==> src/rtl/user_au_fx_scheduler.sv <==
// Shares one external effect between the L/R channels. One sample is in flight at a time:
// round-robin grant, send to the effect, wait (with timeout) for the result, deliver it to its channel.
module user_au_fx_scheduler #(
    parameter int DataWidth     = 32,
    parameter int TimeoutCycles = 1023
) (
    input  logic                      clk_i,
    input  logic                      rst_ni,
    input  logic                      enable_i,
    input  logic [1:0][DataWidth-1:0] ch_data_i,
    input  logic [1:0]                ch_valid_i,
    output logic [1:0]                ch_ready_o,
    output logic [DataWidth-1:0]      fx_data_o,
    output logic                      fx_valid_o,
    input  logic                      fx_ready_i,
    input  logic [DataWidth-1:0]      fx_data_i,
    input  logic                      fx_valid_i,
    output logic                      fx_ready_o,
    output logic [1:0][DataWidth-1:0] out_data_o,
    output logic [1:0]                out_valid_o,
    input  logic [1:0]                out_ready_i,
    output logic                      busy_o,
    output logic                      timeout_o
);

    // state   | meaning
    // IDLE    | no sample in flight, may grant a channel
    // SEND    | captured sample offered to the effect
    // WAIT    | waiting for the processed sample, timeout counter running
    // DELIVER | processed sample offered to the tagged channel
    typedef enum logic [1:0] {
        ST_IDLE,
        ST_SEND,
        ST_WAIT,
        ST_DELIVER
    } state_t;

    localparam int CntWidth = (TimeoutCycles < 1) ? 1 : $clog2(TimeoutCycles + 1);
    localparam logic [CntWidth-1:0] CntLimit = CntWidth'(TimeoutCycles);

    state_t                state_q;
    state_t                state_d;
    logic                  ptr_q;
    logic                  tag_q;
    logic [DataWidth-1:0]  sample_q;
    logic [DataWidth-1:0]  result_q;
    logic [CntWidth-1:0]   cnt_q;

    logic                  sel;
    logic                  grant;
    logic                  result_hit;
    logic                  timeout_hit;
    logic                  out_done;

    // A lone valid channel wins regardless of the pointer.
    assign sel = (&ch_valid_i) ? ptr_q : ch_valid_i[1];

    // rst_ni gating keeps ch_ready_o low while reset is held, even with valid inputs.
    assign grant       = rst_ni && enable_i && (|ch_valid_i) && (state_q == ST_IDLE);
    assign result_hit  = (state_q == ST_WAIT) && fx_valid_i;
    assign timeout_hit = (state_q == ST_WAIT) && !fx_valid_i && (cnt_q == CntLimit);
    assign out_done    = (state_q == ST_DELIVER) && out_ready_i[tag_q];

    always_comb begin
        state_d = state_q;
        unique case (state_q)
            ST_IDLE: begin
                if (grant) begin
                    state_d = ST_SEND;
                end
            end
            ST_SEND: begin
                if (fx_ready_i) begin
                    state_d = ST_WAIT;
                end
            end
            ST_WAIT: begin
                if (result_hit) begin
                    state_d = ST_DELIVER;
                end else if (timeout_hit) begin
                    state_d = ST_IDLE;
                end
            end
            ST_DELIVER: begin
                if (out_done) begin
                    state_d = ST_IDLE;
                end
            end
            default: state_d = ST_IDLE;
        endcase
    end

    always_ff @(posedge clk_i or negedge rst_ni) begin
        if (!rst_ni) begin
            state_q  <= ST_IDLE;
            ptr_q    <= 1'b0;
            tag_q    <= 1'b0;
            sample_q <= '0;
            result_q <= '0;
            cnt_q    <= '0;
        end else begin
            state_q <= state_d;
            if (grant) begin
                ptr_q    <= ~sel;
                tag_q    <= sel;
                sample_q <= ch_data_i[sel];
            end
            if (result_hit) begin
                result_q <= fx_data_i;
            end
            // Counter sits at zero outside WAIT, so WAIT always starts from a clean count.
            if (state_q != ST_WAIT) begin
                cnt_q <= '0;
            end else if (!fx_valid_i && (cnt_q != CntLimit)) begin
                cnt_q <= cnt_q + 1'b1;
            end
        end
    end

    always_comb begin
        ch_ready_o  = 2'b00;
        out_valid_o = 2'b00;
        out_data_o  = '0;
        if (grant) begin
            ch_ready_o[sel] = 1'b1;
        end
        if (state_q == ST_DELIVER) begin
            out_valid_o[tag_q] = 1'b1;
            out_data_o[tag_q]  = result_q;
        end
    end

    assign fx_valid_o = (state_q == ST_SEND);
    assign fx_data_o  = (state_q == ST_SEND) ? sample_q : '0;
    assign fx_ready_o = (state_q == ST_WAIT);
    assign busy_o     = (state_q != ST_IDLE);
    assign timeout_o  = timeout_hit;

endmodule

==> config.mk <==
export PLATFORM = sky130hd
export DESIGN_NAME = user_au_fx_scheduler
export DESIGN_NICKNAME = d
export VERILOG_FILES = /design/src/rtl/user_au_fx_scheduler.sv
export SDC_FILE = /design/constraint.sdc
export NUM_CORES = 1
export LEC_CHECK = 0
export CAP_MARGIN = 10
export CORE_MARGIN = 2
export CORE_UTILIZATION = 44
export CTS_CLUSTER_SIZE = 20
export DETAILED_ROUTE_END_ITERATION = 6
export GPL_TIMING_DRIVEN = 0
export PLACE_DENSITY = 0.87
export RECOVER_POWER = 100
export SYNTH_ARGS = -nofsm -noshare
export SYNTH_HDL_FRONTEND = slang
export SYNTH_SLANG_ARGS = --single-unit
==> constraint.sdc <==
create_clock -name clk_i -period 3 [get_ports clk_i]
set_clock_uncertainty 0.1 [all_clocks]
set_input_delay 0.3 -clock clk_i [delete_from_list [all_inputs] [get_ports clk_i]]
set_output_delay 0.3 -clock clk_i [all_outputs]
set_load 0.01 [all_outputs]
# After elaboration in Yosys (flattened, before gate mapping)
# Index checks and enable logic that the tools add are counted.
[word_totals]
inputBits = 105
reg_bits = 78
word_cells = 63
output_inout_bits = 104
[op_classes]
n_mux = 23
n_addsub = 1
bitwise_logic = 2
n_eq_ne = 10
n_lt_le_gt_ge = 4
reduce_logical = 17
[ops]
columns = ["op", "count"]
rows = [
  ["32-bit two-way mux", 4],
  ["64-bit AND", 1],
  ["64-bit two-way mux", 1],
  ["32-bit demux with 1-bit select", 1],
  ["10-bit two-way mux", 2],
  ["2-bit two-way mux", 7],
  ["10-bit by 1-bit adder with 10-bit output (second input constant)", 1],
  ["10-bit == test (second input constant)", 1],
  ["1-bit logical AND", 10],
  ["10-bit != test (second input constant)", 1],
  ["2-bit one-hot mux with 4 select lines", 1],
  ["2-bit != test (second input constant)", 3],
  ["1-bit two-way mux", 5],
  ["2-bit == test (second input constant)", 2],
  ["1-bit by 2-bit < comparator with 1-bit output (second input constant)", 2],
  ["4-bit AND reduction", 1],
  ["2-bit nonzero test", 2],
  ["3-bit by 1-bit != test with 1-bit output (second input constant)", 1],
  ["1-bit demux with 1-bit select", 2],
  ["2-bit by 1-bit == test with 1-bit output (second input constant)", 1],
  ["1-bit greater-or-equal comparator (second input constant)", 2],
  ["2-bit zero test", 1],
  ["2-bit by 1-bit != test with 1-bit output (second input constant)", 1],
  ["2-bit AND reduction", 1],
  ["3 further kinds", 3],
]

# Longest topological paths before layout
[depth]
depth_word = 7
depth_mapped = 7

# Worst setup path before layout
# No wires, ideal clock.
[synth_timing]
path_kind = "register to output"
from = "register state_q[1]"
to = "output ch_ready_o[1]"
path_stages_with_launch = 6
required_time_ps = 2600
setup_slack_ps = 1338
arrival_time_ps = 1262
path_cell_list = "dfrtp_1 > buf_6 > or2_4 > or2_4 > buf_6 > nor2_4"
[synth_between]
elab_chain_len = 3
[synth_lines]
columns = ["item", "line", "rtl"]
rows = [
  ["start: declaration", "41", "state_t state_q;"],
  ["start signal: assignment", "102", "state_q <= state_d;"],
  ["2-bit zero test", "59", "assign grant = rst_ni && enable_i && (|ch_valid_i) && (state_q == ST_IDLE);"],
  ["1-bit logical AND", "59", ""],
  ["2-bit two-way mux", "124", "if (grant) begin"],
  ["end: declaration", "12", "output logic [1:0] ch_ready_o,"],
]
# No other way between the ends.

# Worst setup path in the final report
[layout_timing]
from = "register state_q[1]"
to = "output fx_data_o[23]"
[layout_between]
elab_chain_len = 2
[layout_lines]
columns = ["item", "line", "rtl"]
rows = [
  ["2-bit by 1-bit == test with 1-bit output", "134", "assign fx_data_o = (state_q == ST_SEND) ? sample_q : '0;"],
  ["32-bit two-way mux", "134", ""],
  ["end: declaration", "13", "output logic [DataWidth-1:0] fx_data_o,"],
]
# No other way between the ends.

==> impl_metrics.json <==
{
  "met1_length_um": 4760,
  "swShare": 0.341,
  "h-tree-depth": 3,
  "coreArea_um2": 9200,
  "syn_to_final_growth_pct": 57.5,
  "gr-total-overflow": 0,
  "grt_pass1_wl_um": 18700,
  "worstPathRequired_ns": 2.60,
  "clkTransAtPathRegs_ns": 0.08,
  "grt_use_total": 0.234,
  "worstSkewPairLatency_ns": 0.33,
  "initial_core_util": 0.451,
  "dr.pass1.iters": 4,
  "cts.path.max_buffers": 2,
  "nFillCells": 696,
  "fin_crit_sh": 0.952,
  "cts_sinks": 78,
  "ys_seq_area_frac": 0.470,
  "place_ws_ns": 0.210,
  "avgSynthCellArea_um2": 10.4,
  "die-height_um": 101,
  "cts_setup_buffers": 0,
  "synthAdderAreaFrac": 0.00301,
  "synth_area_um2": 4150,
  "ys_types": 37,
  "wl_met2_um": 6300,
  "met3WireLength_um": 575,
  "io_pins": 209,
  "ys_ff_latch": 78,
  "endpoint_kind": "primary output",
  "synth_top_family_by_area": "simple AND/OR/NAND/NOR gates",
  "die_x_um": 101,
  "worst_slack_ns": 0.143,
  "p_switching_mw": 1.60,
  "clock.fmax_mhz": 350,
  "hold_slack_ns": 0.372,
  "final-hold-violation-count": 0,
  "cp_max_fo": 10,
  "powerDensity_nw_per_um2": 715,
  "p_comb_frac": 0.446,
  "worstPathArrival_ns": 2.46,
  "outcome": "finished, violations left",
  "portBuffers": 208,
  "row_count": 35,
  "worst_pin_slew_ns": 1.87,
  "synth_area_leaders": "dfrtp_1 47%, and2_1 15%, mux2_2 8.7%, mux2i_1 8.2%, nand2_1 3.3%",
  "drive_gt1_frac": 0.0974,
  "dp_hpwl_um": 9520,
  "synth_mux_area_frac": 0.171,
  "violations": "capacitance limit, slew limit",
  "max_cap_violations": 1,
  "dpl_cell_area_um2": 6390,
  "nets": 727,
  "antenna_found_initial": 0,
  "fin_area_um2": 6540,
  "post-route-min-period_ns": 2.86,
  "clkPwrFrac": 0.173,
  "syn_inst": 398,
  "fp.dieArea_um2": 10200,
  "cts-root-buf": "clkbuf_8",
  "tns_ns": 0,
  "diodes": 0,
  "yosys.area_share.simple": 0.227,
  "peakVddDrop_mv": 0.375,
  "synth_nets": 504,
  "holdCritPathClass": "input pin to async pin",
  "gp_congestion": 0.889,
  "topRoutingLayerUsed": "met4",
  "cts_tree": "built",
  "max_slew_margin": -0.246,
  "cp-start-kind": "register",
  "setup-violations-final": 0,
  "rsz0062_at_grt": "false",
  "synth_top_area_cell": "dfrtp_1",
  "leakagePower_nw": 3.02,
  "synth_top_area_share": 0.470,
  "yosys_warnings": 0,
  "synth_xor_area_frac": 0.00422,
  "synth_compound_area_frac": 0.0784,
  "fin_util": 0.711,
  "internal-power_mw": 3.08,
  "grt_pass1_vias": 3790,
  "antenna_left": 0,
  "numCtsBuffers": 9,
  "wl_um": 12000,
  "grt_max_degree": 45,
  "worstSetupPathType": "register to primary output",
  "wl_per_cell_um": 16.2,
  "seqPwrFrac": 0.381,
  "via_count": 3696,
  "via_per_inst": 5.01,
  "drv_slew": 36,
  "drtIter0Drc": 87,
  "drc_errors": 0
}
[through the flow]
step	std cells	power (mW)
CTS	736	4.89
floorplan	398	2.94
global route	737	4.99
detailed placement	718	4.07
finish	737	4.67
global placement	717	3.95
[repair_timing]
item	in CTS	in global routing
setup endpoints to repair	0	1
gates resized for setup	0	1
hold buffers	2	0
endpoints found under the hold margin	35	0
[power groups by stage]
stage	combinational (mW)	sequential, mW	clock [mW]
after global routing	2.29	1.84	0.867
after global placement	2.20	1.75	0
after detailed placement	2.28	1.79	0
final	2.08	1.78	0.810
after CTS	2.29	1.77	0.823
after floorplan	1.25	1.69	0
[cell usage after synthesis, drive strengths merged]
master  number
clkbuf      12
mux2        33
buf         14
and3         2
ha           1
o21ai       38
nand2b       1
nand4        3
a211oi       2
nor3         2
dfrtp       78
o211ai       2
a31oi        3
or2          2
nand3        4
inv          4
xnor2        2
a21oi        4
mux2i       34
and2        97
nor2b        2
and4b        1
nand2       37
nor2        12
a41oi        1
a21o         1
nand4b       1
or3          2
and4         1
o211a        2
[logic make-up after synthesis]
| kind of cell | after synthesis |
|---|---|
| and+or+nand+nor | 167 |
| DFF | 78 |
| muxes | 67 |
| AOI/OAI and AO/OA | 53 |
| buffers and inverters | 30 |
| xor gates and xnor gates | 2 |
| adders and majority gates | 1 |
[critical path: stages, from the launching register on]
cell and delay, ns:
dfrtp_1 0.39, buf_6 0.14, nor2b_1 0.34, clkbuf_1 0.42, and2_1 0.18, dlygate4sd3_1 0.65
[layer usage]
| metal | vias up | GRT usage |
|---|---|---|
| li1 | 1776 | - |
| met1 | 1762 | 0.283 |
| met2 | 134 | 0.412 |
| met3 | 24 | 0.0366 |
| met4 | 0 | 0.103 |
| met5 | - | 0 |
[state kept, by name, indices dropped and copies added (netlist names)]
signal	cells
tag_q	1
ptr_q	1
sample_q	32
cnt_q	10
result_q	32
state_q	2
[cells in the final DEF, fill, tap and decap left out, drive strengths merged]
cell type,count
clkdlybuf4s50,139
and4,1
nand2,37
or3,2
mux2i,34
inv,3
dlygate4sd3,69
a21oi,4
nor3,2
o211a,2
ha,1
dfrtp,78
nor2,12
and4b,1
clkinv,1
clkinvlp,4
and3,2
o21ai,38
nand3,4
a41oi,1
nand4,3
a21o,1
a31oi,3
o211ai,2
buf,8
nand2b,1
or2,2
a211oi,2
clkbuf,33
xnor2,2
nor2b,2
bufinv,1
mux2,33
nand4b,1
and2,97
[final timing paths]
kind	cells past startpoint	slack, ns	to	from
max	5	0.14	fx_data_o[23]	state_q[1]
min	3	0.37	sample_q[0]	rst_ni
max reg2reg	6	0.35	result_q[19]	state_q[0]
min reg2reg	2	0.37	sample_q[26]	sample_q[26]
max in group asynchronous	3	0.65	result_q[11]	rst_ni
min in group clk_i	2	0.37	sample_q[26]	sample_q[26]
[cell type report]
type,instances,area [um^2],area share
Tap cell,111,139,0.0212
Multi-Input combinational cell,290,1970,0.302
Inverter,4,16.3,0.00249
Timing Repair Buffer,212,2120,0.325
Buffer,26,125,0.0191
Clock inverter,5,57.6,0.00880
Clock buffer,11,151,0.0231
Sequential cell,78,1950,0.298
Power figures use the tool's default switching activity.
